**config.mk**
```make
export PLATFORM = sky130hd
export DESIGN_NAME = demux1para2_5bit_reg
export DESIGN_NICKNAME = d
export VERILOG_FILES = /design/src/rtl/demux1para2_5bit_reg.sv
export SDC_FILE = /design/constraint.sdc
export NUM_CORES = 1
export LEC_CHECK = 0
export CAP_MARGIN = 5
export CORE_MARGIN = 5
export CORE_UTILIZATION = 50
export CTS_BUF_LIST = sky130_fd_sc_hd__clkbuf_4 sky130_fd_sc_hd__clkbuf_8
export DETAILED_ROUTE_END_ITERATION = 8
export GPL_ROUTABILITY_DRIVEN = 0
export PLACE_DENSITY = 0.9
export SYNTH_ARGS = -nofsm -noshare
export SYNTH_HDL_FRONTEND = slang
export SYNTH_HIERARCHICAL = 1
export SYNTH_SLANG_ARGS = --single-unit
```
**constraint.sdc**
```tcl
create_clock -name clk -period 2.9 [get_ports clk]
set_input_delay 0.58 -clock clk [delete_from_list [all_inputs] [get_ports clk]]
set_output_delay 0.58 -clock clk [all_outputs]
set_load 0.05 [all_outputs]
```
**src/rtl/demux1para2_5bit_reg.sv**
```systemverilog
// 1-to-2 demultiplexer for 5-bit words with a one-word registered slot per
// channel, valid/ready handshakes on both sides and per-channel acceptance counters.

module demux1para2_5bit_chan (
  input  logic       clk,
  input  logic       reset,
  input  logic       load,
  input  logic       drain,
  input  logic [4:0] din,
  output logic [4:0] data,
  output logic       valid,
  output logic [7:0] cnt
);

  typedef enum logic {
    EMPTY = 1'b0,
    FULL  = 1'b1
  } state_t;

  state_t     state_r;
  logic [4:0] data_r;
  logic [7:0] cnt_r;

  // Slot state, held word and acceptance count; drain only matters while FULL
  always_ff @(posedge clk or posedge reset) begin
    if (reset) begin
      state_r <= EMPTY;
      data_r  <= 5'd0;
      cnt_r   <= 8'd0;
    end else begin
      case (state_r)
        EMPTY: begin
          if (load) begin
            state_r <= FULL;
            data_r  <= din;
          end else begin
            state_r <= EMPTY;
          end
        end
        FULL: begin
          if (load) begin
            state_r <= FULL;
            data_r  <= din;
          end else if (drain) begin
            state_r <= EMPTY;
          end else begin
            state_r <= FULL;
          end
        end
        default: begin
          state_r <= EMPTY;
        end
      endcase
      if (load) begin
        cnt_r <= cnt_r + 8'd1;
      end else begin
        cnt_r <= cnt_r;
      end
    end
  end

  assign data  = data_r;
  assign valid = (state_r == FULL);
  assign cnt   = cnt_r;

endmodule

module demux1para2_5bit_reg (
  input  logic       clk,
  input  logic       reset,
  input  logic [4:0] in_data,
  input  logic       in_valid,
  input  logic       sel,
  output logic       in_ready,
  output logic [4:0] out_a,
  output logic       out_a_valid,
  input  logic       out_a_ready,
  output logic [4:0] out_b,
  output logic       out_b_valid,
  input  logic       out_b_ready,
  output logic [7:0] cnt_a,
  output logic [7:0] cnt_b
);

  logic       in_ready_s;
  logic       load_a_s;
  logic       load_b_s;
  logic       a_valid_s;
  logic       b_valid_s;

  // Ready reflects only the addressed slot, so a stalled channel never blocks the other
  always_comb begin
    in_ready_s = 1'b0;
    if (sel) begin
      in_ready_s = !b_valid_s || out_b_ready;
    end else begin
      in_ready_s = !a_valid_s || out_a_ready;
    end
  end

  assign load_a_s = in_valid && in_ready_s && !sel;
  assign load_b_s = in_valid && in_ready_s && sel;

  demux1para2_5bit_chan u_chan_a (
    .clk   (clk),
    .reset (reset),
    .load  (load_a_s),
    .drain (out_a_ready),
    .din   (in_data),
    .data  (out_a),
    .valid (a_valid_s),
    .cnt   (cnt_a)
  );

  demux1para2_5bit_chan u_chan_b (
    .clk   (clk),
    .reset (reset),
    .load  (load_b_s),
    .drain (out_b_ready),
    .din   (in_data),
    .data  (out_b),
    .valid (b_valid_s),
    .cnt   (cnt_b)
  );

  assign in_ready    = in_ready_s;
  assign out_a_valid = a_valid_s;
  assign out_b_valid = b_valid_s;

endmodule

```
Word level (Yosys, flattened, before mapping). Cells that the tools add are included.

ROM bits: 0. RAM bits: 0. Word-level logic and storage cells: 29. Bits in latches: 0. Flip-flop bits (word level): 28. Input bits: 11. Memories kept: 0.

Add/subtract/negate cells: 2. $mul: 0. Divide/modulo/power cells: 0. Bitwise logic cells: 2. Reductions and logical operators: 8. Eq/ne operators: 0. Multiplexer cells: 11. Shifts and indexed selects: 0. Order comparisons: 0.

Operators with widths (number): 8-bit by 1-bit adder with 8-bit output, second input constant (2); 5-bit 2-to-1 mux (2); 1-bit 2-to-1 mux (7); 1-bit case mux with 2 select lines (2); 1-bit logical AND (3); 1-bit zero test (3); 1-bit logical OR (2); 1-bit inverter (2).

Depth between registers and ports, before layout. Gate-level depths: netlist (run 1).

Word-level depth: 7. Gate-level depth with buffers: 6. Mapped depth without buffers: 5.

Cells and area by module. The synthesis (run 1) kept the hierarchy.

Modules (own cells, without submodules): demux1para2_5bit_chan (area an instance 566.8 um2, instances 2, sequential area each 350.3 um2, cells an instance 40); demux1para2_5bit_reg (area an instance 45.0 um2, instances 1, sequential area each 0.0 um2, cells an instance 7).

Worst setup path after synthesis (run 1). Ideal clock, no wire load.

Path type: register -> output. From: reg u_chan_a.state_r (netlist: u_chan_a/valid). To: out in_ready. Slack: 0.731 ns. Arrival time: 1.589 ns. Stages on the path, launching flop included: 3. Required time: 2.320 ns. Path through: dfrtp_1 -> nor3b_1 -> a31oi_1.

Word-level cells in the longest chain between the ends: 3.

Ends and longest elaborated chain: start, declared (line 20) `state_t state_r;`; start signal, assigned (line 27) `state_r <= EMPTY;`; start signal, assigned (line 34) `state_r <= FULL;`; start signal, assigned (line 37) `state_r <= EMPTY;`; 1-bit zero test (line 97) `in_ready_s = !a_valid_s || out_a_ready;`; 1-bit logical OR (line 97); 1-bit 2-to-1 mux (line 94) `if (sel) begin`; end, declared (line 74) `output logic in_ready,`.

No other way between the ends.

Final worst setup path (run 1).
From: reg u_chan_a.cnt_r[4] (netlist: u_chan_a/cnt[4]). To: out cnt_a[4].

RTL lines: start, declared (line 22) `logic [7:0] cnt_r;`; start signal, assigned (line 55) `cnt_r <= cnt_r + 8'd1;`; start signal, assigned (line 57) `cnt_r <= cnt_r;`; end, declared (line 81) `output logic [7:0] cnt_a,`.

No word-level cell between the ends.

==> summary.md, run 1 <==
| Metric | Value |
|---|---|
| Setup Buffers After CTS | `0` |
| Vias | `about 800` |
| DRT Pass-1 Iters | `4` |
| Most common library cell in the layout ignoring fill and taps | `clkdlybuf4s50_1` |
| Num CTS Buffers | `3` |
| Fin. Hold Viols | `0` |
| Cells after Synth | `87` |
| Die height | `58.6 microns` |
| DR WL/cell | `15.0 microns` |
| Crit path kind | `reg -> out` |
| Worst-Margin Slew | `0.519 ns` |
| Port buffer count | `39` |
| Synthesis-to-layout area growth | `37.2%` |
| Synth cell types | `19` |
| Final Slew Violations | `0` |
| Req. time, crit path | `2.32 ns` |
| Routed Antenna Nets | `0` |
| Vias per cell | `5.11` |
| Final Net Count | `144` |
| Final Util | `just over 70%` |
| CP top delay family | `buffers and inverters` |
| Number of core rows | `17` |
| Synth warn | `6` |
| LEAKAGE | `a little over 0.0007 uW` |
| Clk slew on worst S/H paths | `0.14 ns` |
| Die width | `58.6 microns` |
| CTS resizes | `0` |
| DRC | `0` |
| RSZ-0062 raised after global routing | `no` |
| Post-synthesis cell area | `1180 sq um` |
| Number of cells in the design after placement | `154` |
| Diodes inserted | `0` |
| Startpoint Class | `flip-flop` |
| Post-CTS Hold Buffers | `0` |
| Total power draw | `1510 uW` |
| TNS Setup | `0 ns` |
| Grt ovf | `0` |
| CP Max Fanout | `5` |
| Worst VDD drop | `0.666 mV` |
| Outcome | `completed` |
| Crit path DAT | `1.63 ns` |
| Synth Flop Type | `dfrtp_1` |
| Core area | `2230 sq um` |
| Sequential cell area fraction in the yosys report | `59.4%` |
| Initial antenna violation count | `0` |
| Synthesis-stage register bit count | `28` |
| Worst skew pair latency | `~0.31 ns` |
| Starting density of the core | `52.8%` |
| Delay of the slowest cell on the worst path | `0.85 ns` |
| Post-DP HPWL | `1830 microns` |
| Reg-to-reg slack, setup | `1.37 ns` |
| # Max-Cap Violations | `0` |
| Slowest cell on the critical path | `clkdlybuf4s50_1` |
| TritonCTS clock tree | `built` |
| Crit-path cells | `clkdlybuf4s50_1` |
| Syn nets | `100` |
| Number of DRC markers in iteration 0 | `20` |
| Number of flops mapped to enable cells by yosys | `0` |
| Worst setup EP type | `output pin` |
| H-tree depth reported by CTS | `1` |
| Power Dens Cells | `932 nW/um^2` |
| Slew margin rel. | `65.3%` |
| Clk root buf | `clkbuf_4` |
| Cell Count, Final, Fillers Out | `157` |
| Most frequent cells in the layout | `clkdlybuf4s50_1 (38), dfrtp_1 (28), xnor2_1 (10), mux2_2 (8), nand4_1 (6)` |
| Clk sinks | `28` |
| Vias in the first global route | `883` |
| Worst path bufs/invs | `1` |
| Final Setup Violations | `0` |
| Crit path time final | `roughly 2.2 ns` |
| Largest net degree at the start of global routing | `15` |
| Deepest clock path buffer count | `2` |
| Aggregate global-route resource usage | `between 10% and 20%` |
| Hold WC Path Type | `reg -> reg` |
| Mean Syn Cell Area | `~14 sq um` |
| Die area | `between 3000 and 4000 sq um` |
| Final period util | `76.1%` |
| I/O pins | `40` |
| Hold_ws | `around 0.47 ns` |
| Layout cells sized above 1 | `13.2%` |
| First-pass GRT wire length | `4130 microns` |
| Total Wirelength | `approximately 2400 microns` |
| Async SR Flop Fraction | `between 90% and 100%` |
| Clock skew | `0.00589 ns` |
| Max Fclk | `between 400 and 500 MHz` |
## metrics by stage
step	instance area, sq um	setup WS, ns
floorplan	1180	0.731
global placement	1590	0.798
detailed placement	1590	0.734
CTS	1620	0.682
global route	1620	0.623
finish	1620	0.692
## area by class of cell
type,instances,area (sq um)
sequential,28,701
fill,170,617
multi-input combinational,52,437
timing repair buffer,41,403
tap,28,35.0
clock buffer,3,22.5
inverter,5,18.8
## routing by layer
layer	up-vias	track usage, %	share of wire, %
li1	382	-	-
met1	394	20.5	45
met2	24	25.0	48
met3	2	4.39	7.1
met4	0	4.30	0.51
met5	-	0	0
## power breakdown
| group | switching [uW] | leakage [uW] | internal, uW |
|---|---|---|---|
| combinational | 478 | 0.000355 | 268 |
| sequential | 119 | 0.000348 | 490 |
| clock | 103 | 0.0000138 | 48.5 |
## path summary, 6_finish.rpt
check	startpoint	cells past startpoint	to
max	u_chan_a/cnt[4]	1	cnt_a[4]
min	u_chan_b/cnt[7]	1	u_chan_b/cnt[7]
max reg2reg	u_chan_a/valid	6	u_chan_a/cnt[5]
min reg2reg	u_chan_b/cnt[7]	1	u_chan_b/cnt[7]
max in group asynchronous	reset	2	u_chan_b/data[4]
min in group asynchronous	reset	2	u_chan_a/cnt[3]
## sequential cells by signal (all words and copies together) (netlist names)
register,cells
u_chan_b/valid,1
u_chan_b/cnt,8
u_chan_a/data,5
u_chan_a/cnt,8
u_chan_b/data,5
u_chan_a/valid,1
## logic make-up after synthesis
family                   Yosys count  synth area share (%)
AND/OR/NAND/NOR                   20                  10.8
AO/OA/AOI/OAI                      4                  2.23
flip-flops                        28                  59.4
buffers and inverters              7                  3.50
multiplexers                      12                  11.5
XOR/XNOR                          14                  10.4
adder cells (fa/ha/maj)            2                  2.12
## cell usage after synthesis, types with 2 or more instances
| library cell | n | area share, % |
|---|---|---|
| nor2_1 | 2 | 0.64 |
| dfrtp_1 | 28 | 59 |
| xnor2_1 | 10 | 7.4 |
| inv_1 | 5 | 1.6 |
| and3_1 | 2 | 1.1 |
| ha_1 | 2 | 2.1 |
| mux2_2 | 8 | 7.6 |
| xor2_1 | 4 | 3.0 |
| nand4_1 | 6 | 3.2 |
| nand4_2 | 2 | 2.1 |
| mux2_1 | 4 | 3.8 |
| nand2_1 | 5 | 1.6 |
| a21o_1 | 2 | 1.3 |
| buf_6 | 2 | 1.9 |
Power figures use the tool's default switching activity.
==> run 2, diff against run 1 <==
- CORE_UTILIZATION: 50 -> 46
- PLACE_DENSITY: 0.9 -> 0.84
- clock period: 2.9 -> 2.2 ns (I/O delays scaled with it)
==> summary.md, run 2 (synthesized netlist as in run 1, its figures left out) <==
| Metric | Value |
|---|---|
| DR WL/cell | `14.3 microns (-4.6%)` |
| Sw frac | `46.1% (-0.33 points)` |
| First-pass GRT wire length | `3750 microns (-9.0%)` |
| # Max-Cap Violations | `0 (unchanged)` |
| Post-DP HPWL | `1810 microns (-1.4%)` |
| Clock skew | `0.00159 ns (-0.00429 ns)` |
| Clk sinks | `28 (unchanged)` |
| Vias | `799 (-0.37%)` |
| Final Setup Violations | `0 (unchanged)` |
| Initial antenna violation count | `0 (unchanged)` |
| Core area | `2450 sq um (+9.9%)` |
| Grt ovf | `0 (unchanged)` |
| Slowest cell on the critical path | `clkdlybuf4s50_1` |
| Req. time, crit path | `1.76 ns (-0.56 ns)` |
| CP top delay family | `buffers and inverters` |
| Clk slew on worst S/H paths | `0.13 ns (about the same)` |
| I/O pins | `40 (unchanged)` |
| Vias per cell | `5.03 (-1.6%)` |
| Port buffer count | `39 (unchanged)` |
| Int Power | `1070 uW (+32%)` |
| Startpoint Class | `flip-flop` |
| Worst-Margin Slew | `0.517 ns (-0.00274 ns)` |
| Setup ws final | `0.127 ns (-0.565 ns)` |
| Crit path kind | `reg -> out` |
| Slew margin rel. | `65.4% (+0.18 points)` |
| Final period util | `94.2%` |
| Die width | `60.6 microns (+3.5%)` |
| LEAKAGE | `0.000723 uW (+0.82%)` |
| Number of core rows | `18 (+1)` |
| CP Max Fanout | `5 (unchanged)` |
| Die height | `60.6 microns (+3.5%)` |
| Deepest clock path buffer count | `2 (unchanged)` |
| Most common library cell in the layout ignoring fill and taps | `clkdlybuf4s50_1` |
| Worst VDD drop | `0.812 mV (+22%)` |
| Vias in the first global route | `862 (-2.4%)` |
| Synthesis-to-layout area growth | `38.4%` |
| Layout cells sized above 1 | `13.2% (unchanged)` |
| Final Slew Violations | `0 (unchanged)` |
| Clk root buf | `clkbuf_4` |
| Number of DRC markers in iteration 0 | `16 (-20%)` |
| Diodes inserted | `0 (unchanged)` |
| Sw Pwr | `913 uW (+30%)` |
| Total Wirelength | `2280 microns (-3.4%)` |
| Crit path DAT | `1.63 ns (about the same)` |
| Final Net Count | `144 (unchanged)` |
| Num CTS Buffers | `3 (unchanged)` |
| Die area | `3670 sq um (+7.2%)` |
| Delay of the slowest cell on the worst path | `0.84 ns (about the same)` |
| Outcome | `completed` |
| Worst path bufs/invs | `1 (unchanged)` |
| Max Fclk | `roughly 480 MHz` |
| Logic pwr share | `49.5% (about the same)` |
| TNS Setup | `0 ns (unchanged)` |
| Setup slack at placement | `0.213 ns (-0.521 ns)` |
| CTS resizes | `0 (unchanged)` |
| Hold WC Path Type | `in -> async` |
| Crit path time final | `2.07 ns` |
| Crit-path cells | `clkdlybuf4s50_1` |
| Sequential Power Share | `40.5% (about the same)` |
| RSZ-0062 raised after global routing | `no` |
| DRT Pass-1 Iters | `4 (unchanged)` |
| Aggregate global-route resource usage | `13.9% (-1.6 points)` |
| DRC | `0 (unchanged)` |
| Worst setup EP type | `output pin` |
| R2R cell count | `6 (unchanged)` |
| Fin. Hold Viols | `0 (unchanged)` |
| Largest net degree at the start of global routing | `15 (unchanged)` |
| Worst skew pair latency | `0.31 ns (about the same)` |
| H-tree depth reported by CTS | `1 (unchanged)` |
| Starting density of the core | `48.0% (-4.8 points)` |
| Clock Power Share | `10.0% (about the same)` |
| Most frequent cells in the layout | `clkdlybuf4s50_1 (38), dfrtp_1 (28), xnor2_1 (10), mux2_2 (8), nand4_1 (6)` |
| Post-CTS Hold Buffers | `0 (unchanged)` |
| Routed Antenna Nets | `0 (unchanged)` |
| TritonCTS clock tree | `built` |
| Power Dens Cells | `1210 nW/um^2 (+30%)` |
| Stages on the worst setup path | `1 (unchanged)` |
| Setup Buffers After CTS | `0 (unchanged)` |
-- run 2: changes by cell type in the layout (fill, tap and decap cells not counted) --
cell / before / now
buf_4: 3 / 2
buf_12: 0 / 1
-- run 2: area by class of cell --
type | instances | area, sq um
multi-input combinational | 52 | 437
sequential | 28 | 701
clock buffer | 3 | 22.5
timing repair buffer | 41 | 415
fill | 204 | 823
tap | 30 | 37.5
inverter | 5 | 18.8
-- run 2: per-stage QoR --
step                      util (%)  hold WS, ns  power [uW]  std cells  area, sq um
after floorplan                  -        0.329        1440         87         1180
after global placement        65.5        0.460        1790        156         1610
after detailed placement      65.5        0.462        1800        156         1610
after CTS                     66.5        0.472        2000        159         1630
after global routing          66.5        0.494        2080        159         1630
final                         66.5        0.461        1980        159         1630
-- run 2: worst register-to-register path: stages (launching register included) --
cell,delay [ns]
dfrtp_1,0.42
nor2b_1,0.15
nor3b_2,0.16
buf_4,0.21
and3_1,0.21
nand4_1,0.12
xnor2_1,0.14
-- run 2: path summary, 6_finish.rpt --
kind                            startpoint               end  slack (ns)
min reg2reg                u_chan_b/cnt[7]   u_chan_b/cnt[7]        0.48
max                        u_chan_a/cnt[0]          cnt_a[0]        0.13
min                                  reset  u_chan_a/data[3]        0.46
max reg2reg                 u_chan_a/valid   u_chan_a/cnt[6]        0.69
max in group asynchronous            reset   u_chan_b/cnt[5]        1.40
min in group clk           u_chan_b/cnt[7]   u_chan_b/cnt[7]        0.48
-- run 2: routing by layer --
layer / share of wire [%] / global-route usage, % / wire (microns)
met4: 1.7 / 6.50 / 39
met1: 41 / 16.6 / 943
met2: 49 / 23.2 / 1110
met5: 0 / 0 / 0
met3: 8.0 / 3.83 / 183
-- run 2: power by group through the flow --
stage	Sequential [uW]	Combinational [uW]	Clock [uW]
floorplan	1260	186	0
global placement	808	977	0
detailed placement	814	989	0
CTS	804	992	207
global route	827	1030	224
finish	801	981	198
==> run 3, diff against run 2 <==
--- a/config.mk
+++ b/config.mk
@@ -13,4 +13,5 @@
 export GPL_ROUTABILITY_DRIVEN = 0
 export PLACE_DENSITY = 0.84
+export RECOVER_POWER = 25
 export SYNTH_ARGS = -nofsm -noshare
 export SYNTH_HDL_FRONTEND = slang
==> constraint.sdc (replaced) <==
create_clock -name clk -period 2.2 [get_ports clk]
set_input_delay 0.33 -clock clk [delete_from_list [all_inputs] [get_ports clk]]
set_output_delay 0.33 -clock clk [all_outputs]
set_load 0.05 [all_outputs]
==> summary.md, run 3 (synthesized netlist as in run 1, its figures left out) <==
| Metric | Value |
|---|---|
| Outcome | `completed` |
| Final Setup Violations | `0 (unchanged)` |
| TNS Setup | `0 ns (unchanged)` |
| Met2 Use GR | `28.9% (+5.6 points)` |
| RR Startpoint | `u_chan_a/valid` |
| Final Net Count | `145 (+0.69%)` |
| Number of core rows | `18 (unchanged)` |
| Routed Antenna Nets | `0 (unchanged)` |
| Clock skew | `0.00130 ns (-0.000291 ns)` |
| Core area | `2450 sq um (unchanged)` |
| Initial antenna violation count | `0 (unchanged)` |
| Final Util | `67.3% (+0.87 points)` |
| LEAKAGE | `0.000735 uW (+1.7%)` |
| Fin. Hold Viols | `0 (unchanged)` |
| Most frequent cells in the layout | `clkdlybuf4s50_1 (37), dfrtp_1 (28), xnor2_1 (10), mux2_2 (8), nand4_1 (6)` |
| CTS resizes | `0 (unchanged)` |
| Vias in the first global route | `918 (+6.5%)` |
| Layout cells sized above 1 | `14.5% (+1.3 points)` |
| Sequential Power Share | `39.5% (-1.0 points)` |
| Crit path kind | `reg -> out` |
| Num CTS Buffers | `3 (unchanged)` |
| Crit-path cells | `clkdlybuf4s50_1` |
| Delay of the slowest cell on the worst path | `0.85 ns (about the same)` |
| GRT busiest layer | `met2` |
| Clk sinks | `28 (unchanged)` |
| Deepest clock path buffer count | `2 (unchanged)` |
| TritonCTS clock tree | `built` |
| Die area | `3670 sq um (unchanged)` |
| Stages on the worst setup path | `1 (unchanged)` |
| Crit path DAT | `1.65 ns (+0.02 ns)` |
| RR Endpoint | `u_chan_a/cnt[6]` |
| Area of the multi-input gates | `437 sq um (unchanged)` |
| DR WL/cell | `16.2 microns (+13%)` |
| H-tree depth reported by CTS | `1 (unchanged)` |
| RSZ-0062 raised after global routing | `no` |
| CP top delay family | `buffers and inverters` |
| Grt ovf | `0 (unchanged)` |
| Hold WC Path Type | `in -> async` |
| Aggregate global-route resource usage | `16.3% (+2.4 points)` |
| Largest net degree at the start of global routing | `16 (+1)` |
| DRC | `0 (unchanged)` |
| Clk slew on worst S/H paths | `0.14 ns (about the same)` |
| Clock Power Share | `11.7% (+1.7 points)` |
| Starting density of the core | `48.0% (unchanged)` |
| I/O pins | `40 (unchanged)` |
| Critical path endpoint | `cnt_a[0]` |
| Worst path bufs/invs | `1 (unchanged)` |
| Seq. cell area | `701 sq um (unchanged)` |
| R2R cell count | `5 (-1)` |
| Vias per cell | `5.17 (+3.0%)` |
| # Max-Cap Violations | `0 (unchanged)` |
| Slowest cell on the critical path | `clkdlybuf4s50_1` |
| Reg-to-reg slack, setup | `0.59 ns (-0.10 ns)` |
| Worst skew pair latency | `0.31 ns (about the same)` |
| Startpoint Class | `flip-flop` |
| Post-CTS Hold Buffers | `0 (unchanged)` |
| Port buffer count | `39 (unchanged)` |
| Power Dens Cells | `1240 nW/um^2 (+2.4%)` |
| Clk root buf | `clkbuf_4` |
| Vias | `833 (+4.3%)` |
| Most common library cell in the layout ignoring fill and taps | `clkdlybuf4s50_1` |
| Sw Pwr | `947 uW (+3.7%)` |
| Die height | `60.6 microns (unchanged)` |
| Worst setup EP type | `output pin` |
| Post-DP HPWL | `2100 microns (+16%)` |
| Logic pwr share | `48.8% (-0.7 points)` |
| Max Fclk | `505 MHz (+4.6%)` |
| Req. time, crit path | `1.87 ns (+0.11 ns)` |
| Final period util | `90.1% (-4.2 points)` |
| Diodes inserted | `0 (unchanged)` |
| Fillers | `195 (-4.4%)` |
| Total Wirelength | `2610 microns (+15%)` |
| Crit path time final | `1.98 ns (-0.0916 ns)` |
| Synthesis-to-layout area growth | `40.2%` |
| Worst VDD drop | `0.951 mV (+17%)` |
| Final Slew Violations | `0 (unchanged)` |
| Worst-Margin Slew | `0.524 ns (+0.00741 ns)` |
| Die width | `60.6 microns (unchanged)` |
| Setup Buffers After CTS | `0 (unchanged)` |
| Grt met1 use | `18.9% (+2.3 points)` |
| DRT Pass-1 Iters | `4 (unchanged)` |
| Global Route met3 Usage | `3.83% (unchanged)` |
| CP Max Fanout | `5 (unchanged)` |
| Number of DRC markers in iteration 0 | `21 (+5)` |
| Crit path from | `u_chan_a/cnt[0]` |
| Slew margin rel. | `65.0% (-0.50 points)` |
| Int Power | `1110 uW (+3.8%)` |
| Sw frac | `46.1% (about the same)` |
| First-pass GRT wire length | `4410 microns (+17%)` |
==> run 3: layout make-up <==
cell class	instances	area share, %
inverters	5	1.14
well taps	30	2.27
flip-flops and latches	28	42.4
multi-input cells	52	26.4
clock buffers	4	2.20
repair buffers	42	25.6
==> run 3: worst min-delay path by stage <==
stage,from,slack [ns],to,cells after the start
final,reset,0.48,u_chan_a/data[3],2
after global routing,reset,0.52,u_chan_a/data[2],2
after CTS,reset,0.37,u_chan_b/data[3],2
after detailed placement,u_chan_a/cnt[7],0.46,u_chan_a/cnt[7],1
after global placement,u_chan_b/cnt[7],0.46,u_chan_b/cnt[7],1
after floorplan,reset,0.22,u_chan_a/cnt[0],1
==> run 3: power by group through the flow <==
stage / clock network (uW) / registers (uW) / logic [uW]
after CTS: 252 / 812 / 1010
after detailed placement: 0 / 819 / 1010
after floorplan: 0 / 1260 / 186
after global routing: 267 / 840 / 1040
after global placement: 0 / 811 / 979
final: 241 / 811 / 1000
==> run 3: through the flow <==
stage	hold slack (ns)	setup WS (ns)	area [sq um]	power [uW]	std cells
3_3_place_gp	0.457	0.296	1620	1790	157
2_1_floorplan	0.219	0.281	1180	1440	87
4_1_cts	0.365	0.198	1650	2080	161
5_1_grt	0.516	0.163	1650	2150	161
3_5_place_dp	0.461	0.242	1620	1830	157
6_report	0.481	0.219	1650	2050	161
==> run 3: per-layer routing <==
layer  vias up  wire length (microns)  share of wire [%]
li1        389                      -                  -
met2        37                   1350                 52
met3         6                    190                7.3
met5         -                      0                  0
met4         0                     49                1.9
met1       401                   1020                 39
